--- src/rtl/ram_port_arbiter.sv ---
// Round-robin burst arbiter sharing one single-port RAM between requesters A and B.
// Ports: req/we/addr/wdata per side in; gnt/rvalid per side, shared rdata, RAM port, busy out.
module ram_port_arbiter #(
  parameter int ADDR_W    = 15,
  parameter int DATA_W    = 8,
  parameter int RD_LAT    = 1,
  parameter int MAX_BURST = 256
) (
  input  logic              sys_clk,
  input  logic              sys_rst_n,
  input  logic              req_a,
  input  logic              req_b,
  input  logic              we_a,
  input  logic              we_b,
  input  logic [ADDR_W-1:0] addr_a,
  input  logic [ADDR_W-1:0] addr_b,
  input  logic [DATA_W-1:0] wdata_a,
  input  logic [DATA_W-1:0] wdata_b,
  output logic              gnt_a,
  output logic              gnt_b,
  output logic              rvalid_a,
  output logic              rvalid_b,
  output logic [DATA_W-1:0] rdata,
  output logic              ram_en,
  output logic              ram_we,
  output logic [ADDR_W-1:0] ram_addr,
  output logic [DATA_W-1:0] ram_din,
  input  logic [DATA_W-1:0] ram_dout,
  output logic              busy
);

  typedef enum logic [1:0] {
    IDLE  = 2'd0,
    GNT_A = 2'd1,
    GNT_B = 2'd2
  } state_t;

  localparam logic [15:0] CAP_CNT = 16'(MAX_BURST - 1);
  // Stages still waiting on the RAM; the last stage is the one being returned.
  localparam logic [RD_LAT-1:0] IN_MASK =
    RD_LAT'((1 << (RD_LAT - 1)) - 1);

  state_t state;
  state_t state_nxt;

  logic              last_b;
  logic [15:0]       cnt;
  logic              acc_a;
  logic              acc_b;
  logic              acc;
  logic              cap;
  logic [RD_LAT-1:0] tag_v;
  logic [RD_LAT-1:0] tag_b;

  assign acc_a = (state == GNT_A) & req_a;
  assign acc_b = (state == GNT_B) & req_b;
  assign acc   = acc_a | acc_b;
  assign cap   = acc & (cnt == CAP_CNT);

  always_ff @(posedge sys_clk or negedge sys_rst_n) begin
    if (!sys_rst_n) state <= IDLE;
    else            state <= state_nxt;
  end

  always_comb begin
    state_nxt = state;
    case (state)
      IDLE: begin
        if (req_a & req_b)
          state_nxt = last_b ? GNT_A : GNT_B;
        else if (req_a)
          state_nxt = GNT_A;
        else if (req_b)
          state_nxt = GNT_B;
      end
      GNT_A: begin
        if (!req_a)
          state_nxt = req_b ? GNT_B : IDLE;
        else if (cap & req_b)
          state_nxt = GNT_B;
      end
      GNT_B: begin
        if (!req_b)
          state_nxt = req_a ? GNT_A : IDLE;
        else if (cap & req_a)
          state_nxt = GNT_A;
      end
      default: state_nxt = IDLE;
    endcase
  end

  always_comb begin
    gnt_a    = (state == GNT_A);
    gnt_b    = (state == GNT_B);
    ram_en   = acc;
    ram_we   = acc_a ? we_a : (acc_b & we_b);
    ram_addr = acc_b ? addr_b : addr_a;
    ram_din  = acc_b ? wdata_b : wdata_a;
  end

  // Burst count clears on any grant change and when a capped burst
  // keeps the grant because the other side is idle.
  always_ff @(posedge sys_clk or negedge sys_rst_n) begin
    if (!sys_rst_n) begin
      last_b <= 1'b1;
      cnt    <= '0;
    end else begin
      if (state_nxt != state && state_nxt != IDLE)
        last_b <= (state_nxt == GNT_B);
      if (state_nxt != state || cap)
        cnt <= '0;
      else if (acc)
        cnt <= cnt + 16'd1;
    end
  end

  // Tag pipeline follows each read to its return cycle regardless of grant.
  always_ff @(posedge sys_clk or negedge sys_rst_n) begin
    if (!sys_rst_n) begin
      tag_v <= '0;
      tag_b <= '0;
    end else begin
      tag_v[0] <= acc & ~ram_we;
      tag_b[0] <= acc_b;
      for (int i = 1; i < RD_LAT; i++) begin
        tag_v[i] <= tag_v[i-1];
        tag_b[i] <= tag_b[i-1];
      end
    end
  end

  assign rvalid_a = tag_v[RD_LAT-1] & ~tag_b[RD_LAT-1];
  assign rvalid_b = tag_v[RD_LAT-1] &  tag_b[RD_LAT-1];
  assign rdata    = ram_dout;
  assign busy     = (state != IDLE) | (|(tag_v & IN_MASK));

endmodule

--- config.mk ---
export PLATFORM = sky130hd
export DESIGN_NAME = ram_port_arbiter
export DESIGN_NICKNAME = d
export VERILOG_FILES = /design/src/rtl/ram_port_arbiter.sv
export SDC_FILE = /design/constraint.sdc
export NUM_CORES = 1
export LEC_CHECK = 0
export CAP_MARGIN = 20
export CELL_PAD_IN_SITES_DETAIL_PLACEMENT = 0
export CELL_PAD_IN_SITES_GLOBAL_PLACEMENT = 2
export CORE_ASPECT_RATIO = 1.5
export CORE_MARGIN = 4
export CORE_UTILIZATION = 21
export CTS_CLUSTER_DIAMETER = 60
export DETAILED_ROUTE_END_ITERATION = 6
export PLACE_DENSITY_LB_ADDON = 0.1
export SYNTH_ARGS = -nofsm -noshare
export SYNTH_HDL_FRONTEND = slang
export SYNTH_SLANG_ARGS = --single-unit
--- constraint.sdc ---
create_clock -name sys_clk -period 3.3 [get_ports sys_clk]
set_input_delay 0.66 -clock sys_clk [delete_from_list [all_inputs] [get_ports sys_clk]]
set_output_delay 0.66 -clock sys_clk [all_outputs]
set_load 0.01 [all_outputs]
==> results.md, run 1 <==
| Parameter | Value | Unit |
|---|---|---|
| Accumulated negative setup slack | 0 | ps |
| CTS Root Cell | sky130_fd_sc_hd__clkbuf_8 | - |
| Post-CTS setup repair buffer count | 0 | - |
| Final ANT Viol Nets | 0 | - |
| Largest stage delay, worst path | 490 | ps |
| Clock slew seen by the registers of the worst setup and hold paths | 80 | ps |
| Clock skew | 2.56 | ps |
| Average via count per standard cell | 4.35 | - |
| Multiplexer area fraction after synthesis | 0.180 | - |
| Cell-internal power | 0.527 | mW |
| Initial antenna violation count | 0 | - |
| Combined area of all synthesized cells | 0.00155 | mm^2 |
| Proportion of power drawn by flip-flops and latches | 0.384 | - |
| Total gr overflow | 0 | - |
| Post-synthesis cell type count | 43 | - |
| Fraction of layout instances using a drive strength above 1 | 0.169 | - |
| Worst max-slew margin expressed relative to the limit | 0.760 | - |
| Worst setup margin | 204 | ps |
| Core Region | 0.00723 | mm^2 |
| Avg Cell Area, Syn | 9.42 | um^2 |
| Total nets after synthesis | 226 | - |
| Half-perimeter wire length after placement | 4120 | um |
| Number of hold violations in the final report | 0 | - |
| Post-layout minimum cycle time | 3100 | ps |
| Adder and majority gate portion of the synthesized area | 0.00805 | - |
| Most frequently used cell type in the post-synthesis netlist | sky130_fd_sc_hd__mux2_2 | - |
| Hold buffers post-CTS | 0 | - |
| Post-synthesis async set-or-reset flop share | 1.00 | - |
| Starting density of the core | 0.215 | - |
| Most numerous cell on the critical path | sky130_fd_sc_hd__clkdlybuf4s50_1 | - |
| Predominant post-synthesis flop cell | sky130_fd_sc_hd__dfrtp_1 | - |
| Logic pwr share | 0.385 | - |
| Number of levels the H-tree was split into | 1 | - |
| Largest net degree at the start of global routing | 36 | - |
| Total Nets Final | 299 | - |
| Met1 Track Usage GR | 0.139 | - |
| Layout-stage area growth over the synthesis result | 59.0 | % |
| Cell with the biggest individual delay on the critical path | sky130_fd_sc_hd__clkdlybuf4s50_1 | - |
| Aggregate routed wire length | 5230 | um |
| Final setup viols | 0 | - |
| Number of max-capacitance violations reported | 0 | - |
| Post-layout instance count excluding filler cells | 337 | - |
| Most Used Layer, Global Route | met2 | - |
| Worst setup SP type | primary input | - |
| Biggest area contributors in the synthesized netlist | sky130_fd_sc_hd__dfrtp_1, sky130_fd_sc_hd__mux2_2, sky130_fd_sc_hd__buf_4 | - |
| Pin slew with the least headroom to its limit | 355 | ps |
| Clk pwr share | 0.231 | - |
| Number of clock sinks | 21 | - |
| Placed insts | 333 | - |
| Total clock buffers created by CTS | 3 | - |
| Unrepaired setup endpoints after global routing | no | - |
| Height of the die | 113 | um |
| Setup WS pre-CTS | 204 | ps |
| Cells along the critical path | clkdlybuf4s50_1 -> and3b_1 -> buf_12 -> mux2_2 -> clkdlybuf4s50_1 | - |
| Data arrival time of the worst path | 2440 | ps |
| Dominant combinational cell family by area after synthesis | multiplexers | - |
| Count of cells resized by post-cts repair | 0 | - |
| Yosys top cell by area | sky130_fd_sc_hd__dfrtp_1 | - |
| Die W | 78.2 | um |
| Areal power density over the cells | 301 | mW/mm^2 |
| Clock tree from TritonCTS | done | - |
| Simple-gate share of the synthesized area | 0.179 | - |
| Number of design-rule violations left by the first detailed-router iteration | 56 | - |
| Number of enable flip-flop cells after synthesis | 0 | - |
| Highest achievable clock rate | 0.323 | GHz |
| DRC violations left | 0 | - |
| Post-synth top area share | 0.322 | - |
| GPL Wtd Cong | 0.725 | - |
| Post-synthesis share of cell area spent on xor and xnor gates | 0.0451 | - |
| Count of final max-slew check failures | 0 | - |
| Path class of the lowest-slack min-delay path | flip-flop to flip-flop | - |
| Power dissipated by switching net loads | 0.216 | mW |
| All-Layer GR Usage | 0.118 | - |
| Die Area | 0.00887 | mm^2 |
| Required time of the critical path | 2640 | ps |
| TritonRoute pass-1 iters | 4 | - |
| Post-DR wirelength/cell | 15.5 | um |
| Classification of the worst setup path | primary input to output pin | - |
| Core Rows | 38 | - |
| Total I/O pin count | 98 | - |
| Number of warnings issued by yosys | 0 | - |
| Number of global-route vias before repair | 1496 | - |
| Post-synth top cells | sky130_fd_sc_hd__mux2_2, sky130_fd_sc_hd__dfrtp_1, sky130_fd_sc_hd__nor2_1, sky130_fd_sc_hd__nand2_1, sky130_fd_sc_hd__buf_4 | - |
| Maximum clock insertion buffer count | 2 | - |
| Worst vdd ir | 0.150 | mV |
| Sequential cell area fraction in the yosys report | 0.339 | - |
| First-pass GRT wire length | 8180 | um |
| Crit Path Max Fanout | 35 | - |
| Switching part of the total | 0.291 | - |
| Register bit total from synthesis | 21 | - |
| Total via count in the routed design | 1465 | - |
| Synthesized-area fraction occupied by ao, oa, aoi and oai cells | 0.159 | - |
| Endpoint class of the critical path | output pin | - |
| Count of antenna diodes in the layout | 0 | - |
| Status | complete, no violations | - |
| Global-route met3 utilization | 0.0159 | - |
| Synth Instances | 165 | - |
| Count of buffers inserted at the top-level ports | 81 | - |
| Final cycle utilization of the critical path | 0.938 | - |
| Worst-skew pair later-pin latency | 260 | ps |
| Leakage component of the power | 0.968 | nW |
| Met2 layer usage reported by global route | 0.217 | - |
[sequential cells by signal, indices dropped and copies added (netlist names)]
name,count
cnt,16
state,2
last_b,1
tag_b,1
tag_v,1
[cells in the final DEF (no fill, tap or decap), types with 2 or more instances in the layout]
cell type,instances
sky130_fd_sc_hd__nand4_1,2
sky130_fd_sc_hd__mux2_2,23
sky130_fd_sc_hd__clkbuf_8,3
sky130_fd_sc_hd__a21oi_1,8
sky130_fd_sc_hd__nand2_1,11
sky130_fd_sc_hd__and3_1,2
sky130_fd_sc_hd__inv_1,5
sky130_fd_sc_hd__or3_1,6
sky130_fd_sc_hd__nor2_1,14
sky130_fd_sc_hd__mux2i_1,2
sky130_fd_sc_hd__o211ai_2,2
sky130_fd_sc_hd__o31ai_1,2
sky130_fd_sc_hd__clkdlybuf4s50_1,81
sky130_fd_sc_hd__and2_1,2
sky130_fd_sc_hd__nor3_1,3
sky130_fd_sc_hd__buf_4,5
sky130_fd_sc_hd__and4_1,2
sky130_fd_sc_hd__dfrtp_1,20
sky130_fd_sc_hd__xor2_1,7
sky130_fd_sc_hd__o21ai_0,6
sky130_fd_sc_hd__nor2b_1,2
sky130_fd_sc_hd__nor4_1,4
sky130_fd_sc_hd__o2111ai_1,4
[layer usage]
| layer | wire length (um) | vias to the layer above |
|---|---|---|
| met2 | 2910 | 22 |
| met3 | 125 | 8 |
| li1 | - | 740 |
| met4 | 95 | 0 |
| met1 | 2100 | 695 |
| met5 | 0 | - |
[critical path: cells and delay by family]
| kind | cells | cell delay (ps) |
|---|---|---|
| buffers and inverters | 3 | 1180 |
| muxes | 1 | 370 |
| and+or+nand+nor | 1 | 210 |
[per-stage QoR]
| step | area, um^2 | power (mW) | hold slack, ps | utilization |
|---|---|---|---|---|
| floorplan | 1550 | 0.424 | 364 | - |
| global placement | 2420 | 0.584 | 525 | 0.336 |
| detailed placement | 2420 | 0.580 | 531 | 0.336 |
| CTS | 2470 | 0.763 | 554 | 0.342 |
| global route | 2470 | 0.795 | 566 | 0.342 |
| finish | 2470 | 0.743 | 546 | 0.342 |
[final timing paths]
path | end | start | slack (ps) | depth (start not counted)
setup / recovery | ram_addr[12] | req_b | 200 | 5
hold / removal | cnt[5] | cnt[5] | 550 | 2
setup reg to reg | state[1] | state[0] | 1350 | 5
hold reg to reg | cnt[5] | cnt[5] | 550 | 2
max in group asynchronous | last_b | sys_rst_n | 2270 | 2
min in group asynchronous | cnt[4] | sys_rst_n | 740 | 2
[power groups by stage]
stage | Clock [mW] | Sequential [mW] | Combinational, mW
after floorplan | 0 | 0.280 | 0.144
after global placement | 0 | 0.291 | 0.293
after detailed placement | 0 | 0.291 | 0.290
after CTS | 0.186 | 0.285 | 0.291
after global routing | 0.197 | 0.288 | 0.310
final | 0.172 | 0.285 | 0.286
[logic make-up (layout without fill, tap and decap cells)]
group	count (synthesis)	in the layout
simple gates	53	53
flops	21	21
xor+xnor	8	8
fa+ha+maj	1	1
compound gates	33	33
mux	25	25
buf+inv	24	96
[final cells by class]
class                      instances  area, um^2
clock inverter                     1        5.00
sequential                        21         527
tap                              100         125
clock buffer                       3        41.3
fill                             786        4760
multi-input combinational        120         886
inverter                           5        18.8
timing repair buffer              87         868
(Power assumes the default switching activity.)
==> inputs of run 2 (changes only) <==
Settings changed: CELL_PAD_IN_SITES_DETAIL_PLACEMENT 0 to 1, CELL_PAD_IN_SITES_GLOBAL_PLACEMENT 2 to 1, CORE_UTILIZATION 21 to 28.
==> run 2 against run 1 <==
Clock skew up 4.3 ps. Routed wire length rose by 1.5%. Register-to-register slack got worse by 350 ps. Clock-buffer cell count rose by 1. Via count up 4.6%. Sequential power about the same. Critical path type unchanged. Combinational power rose by 2%. Largest power group unchanged. Global-route usage grew 4.3 points. Power up 0.78%. Final area fell by 0.76%. Clock power hardly changed.
==> results.md, run 2 (same netlist as run 1, synthesis figures left out) <==
| Parameter | Value | Unit |
|---|---|---|
| Status | complete, no violations | - |
| TritonRoute pass-1 iters | 2 | - |
| Worst setup SP type | primary input | - |
| Clock skew | 6.90 | ps |
| All-Layer GR Usage | 0.161 | - |
| Number of levels the H-tree was split into | 1 | - |
| Core Rows | 33 | - |
| Final setup viols | 0 | - |
| Highest achievable clock rate | 0.323 | GHz |
| Worst-skew pair later-pin latency | 260 | ps |
| GPL Wtd Cong | 0.890 | - |
| Core Util, Final | 0.453 | - |
| Worst max-slew margin expressed relative to the limit | 0.723 | - |
| Total gr overflow | 0 | - |
| Number of max-capacitance violations reported | 0 | - |
| Largest net degree at the start of global routing | 22 | - |
| Data arrival time of the worst path | 2440 | ps |
| Aggregate routed wire length | 5320 | um |
| Half-perimeter wire length after placement | 4390 | um |
| Path class of the lowest-slack min-delay path | flip-flop to flip-flop | - |
| Core Region | 0.00541 | mm^2 |
| Clock slew seen by the registers of the worst setup and hold paths | 70 | ps |
| Final cycle utilization of the critical path | 0.939 | - |
| Initial antenna violation count | 0 | - |
| Endpoint class of the critical path | output pin | - |
| Count of final max-slew check failures | 0 | - |
| Crit Path Max Fanout | 16 | - |
| Layout-stage area growth over the synthesis result | 57.8 | % |
| Filler cells | 611 | - |
| Die Area | 0.00683 | mm^2 |
| Number of clock sinks | 21 | - |
| Worst vdd ir | 0.207 | mV |
| Average via count per standard cell | 4.96 | - |
| Count of buffers inserted at the top-level ports | 81 | - |
| Height of the die | 99.2 | um |
| Die W | 68.8 | um |
| Most common cell after layout, fill and taps aside | sky130_fd_sc_hd__clkdlybuf4s50_1 | - |
| Commonest cells after routing, fill and taps aside | sky130_fd_sc_hd__clkdlybuf4s50_1, sky130_fd_sc_hd__mux2_2, sky130_fd_sc_hd__dfrtp_1 | - |
| Largest registers ranked by flip-flop count | cnt (16), state (2) | - |
| Post-CTS setup repair buffer count | 0 | - |
| Worst slack on hold paths | 550 | ps |
| Post-layout minimum cycle time | 3100 | ps |
| Post-DR wirelength/cell | 17.2 | um |
| Required time of the critical path | 2640 | ps |
| Number of design-rule violations left by the first detailed-router iteration | 46 | - |
| WHS Path Cells | 2 | - |
| Accumulated negative setup slack | 0 | ps |
| Final Total Pwr | 0.749 | mW |
| Number of hold violations in the final report | 0 | - |
| DRC violations left | 0 | - |
| Placed cell areas | 0.00238 | mm^2 |
| Number of global-route vias before repair | 1658 | - |
| Areal power density over the cells | 305 | mW/mm^2 |
| Fraction of layout instances using a drive strength above 1 | 0.172 | - |
| First-pass GRT wire length | 8410 | um |
| Area of all placed cells without fillers | 0.00245 | mm^2 |
| Register with the most flip-flops | cnt | - |
| Count of antenna diodes in the layout | 0 | - |
| Total Nets Final | 301 | - |
| Classification of the worst setup path | primary input to output pin | - |
| Total I/O pin count | 98 | - |
| Sequential cell area in the final layout | 527 | um^2 |
| Hold buffers post-CTS | 0 | - |
| Leakage component of the power | 0.980 | nW |
| Reg2Reg Depth | 7 | - |
| Clock tree from TritonCTS | done | - |
| Max FFs per register | 16 | - |
| Total via count in the routed design | 1532 | - |
| Pin slew with the least headroom to its limit | 416 | ps |
| Maximum clock insertion buffer count | 2 | - |
| Total clock buffers created by CTS | 3 | - |
| Count of cells resized by post-cts repair | 0 | - |
| Unrepaired setup endpoints after global routing | no | - |
| Area of the multi-input gates | 886 | um^2 |
| Final ANT Viol Nets | 0 | - |
| Starting density of the core | 0.287 | - |
| CTS Root Cell | sky130_fd_sc_hd__clkbuf_8 | - |
==> run 2: cell count changes in the layout (fill, tap and decap cells not counted) <==
cell	change
sky130_fd_sc_hd__buf_12	-1
sky130_fd_sc_hd__clkbuf_16	+1
sky130_fd_sc_hd__buf_4	+2
sky130_fd_sc_hd__clkbuf_1	+1
sky130_fd_sc_hd__clkinv_2	-1
==> run 2: final timing paths <==
kind / startpoint / to / slack, ps
worst min-delay path: cnt[5] / cnt[5] / 550
worst max-delay path: req_b / ram_addr[1] / 200
worst max register to register: state[0] / cnt[15] / 1000
min in group asynchronous: sys_rst_n / cnt[1] / 570
max in group asynchronous: sys_rst_n / last_b / 2280
worst min register to register: cnt[5] / cnt[5] / 550
==> run 2: routing by layer <==
| layer | track usage | part of all wire | vias up | routed length, um |
|---|---|---|---|---|
| li1 | - | - | 741 | - |
| met1 | 0.182 | 0.36 | 753 | 1940 |
| met2 | 0.293 | 0.58 | 23 | 3100 |
| met3 | 0.0215 | 0.025 | 15 | 133 |
| met4 | 0.0601 | 0.026 | 0 | 138 |
| met5 | 0 | 0 | - | 0 |
==> run 2: layout make-up <==
type | count | area share
repair buffers | 89 | 0.362
multi-input cells | 120 | 0.361
flip-flops and latches | 21 | 0.215
well taps | 70 | 0.0357
clock buffers | 4 | 0.0184
inverters | 5 | 0.00765
==> run 2: worst max-delay path: stages <==
cell	delay, ps
sky130_fd_sc_hd__clkdlybuf4s50_1	470
sky130_fd_sc_hd__and3b_1	200
sky130_fd_sc_hd__buf_4	240
sky130_fd_sc_hd__mux2_2	360
sky130_fd_sc_hd__clkdlybuf4s50_1	500
==> run 2: where the power goes <==
group	internal [mW]	switching, mW
Combinational	0.175	0.116
Clock	0.0861	0.0872
Sequential	0.270	0.0151
Total	0.531	0.218
==> run 2: stage by stage <==
step | worst slack [ps] | cells
after floorplan | 918 | 165
after CTS | 184 | 308
after detailed placement | 202 | 304
after global routing | 126 | 309
after global placement | 227 | 304
final | 201 | 309
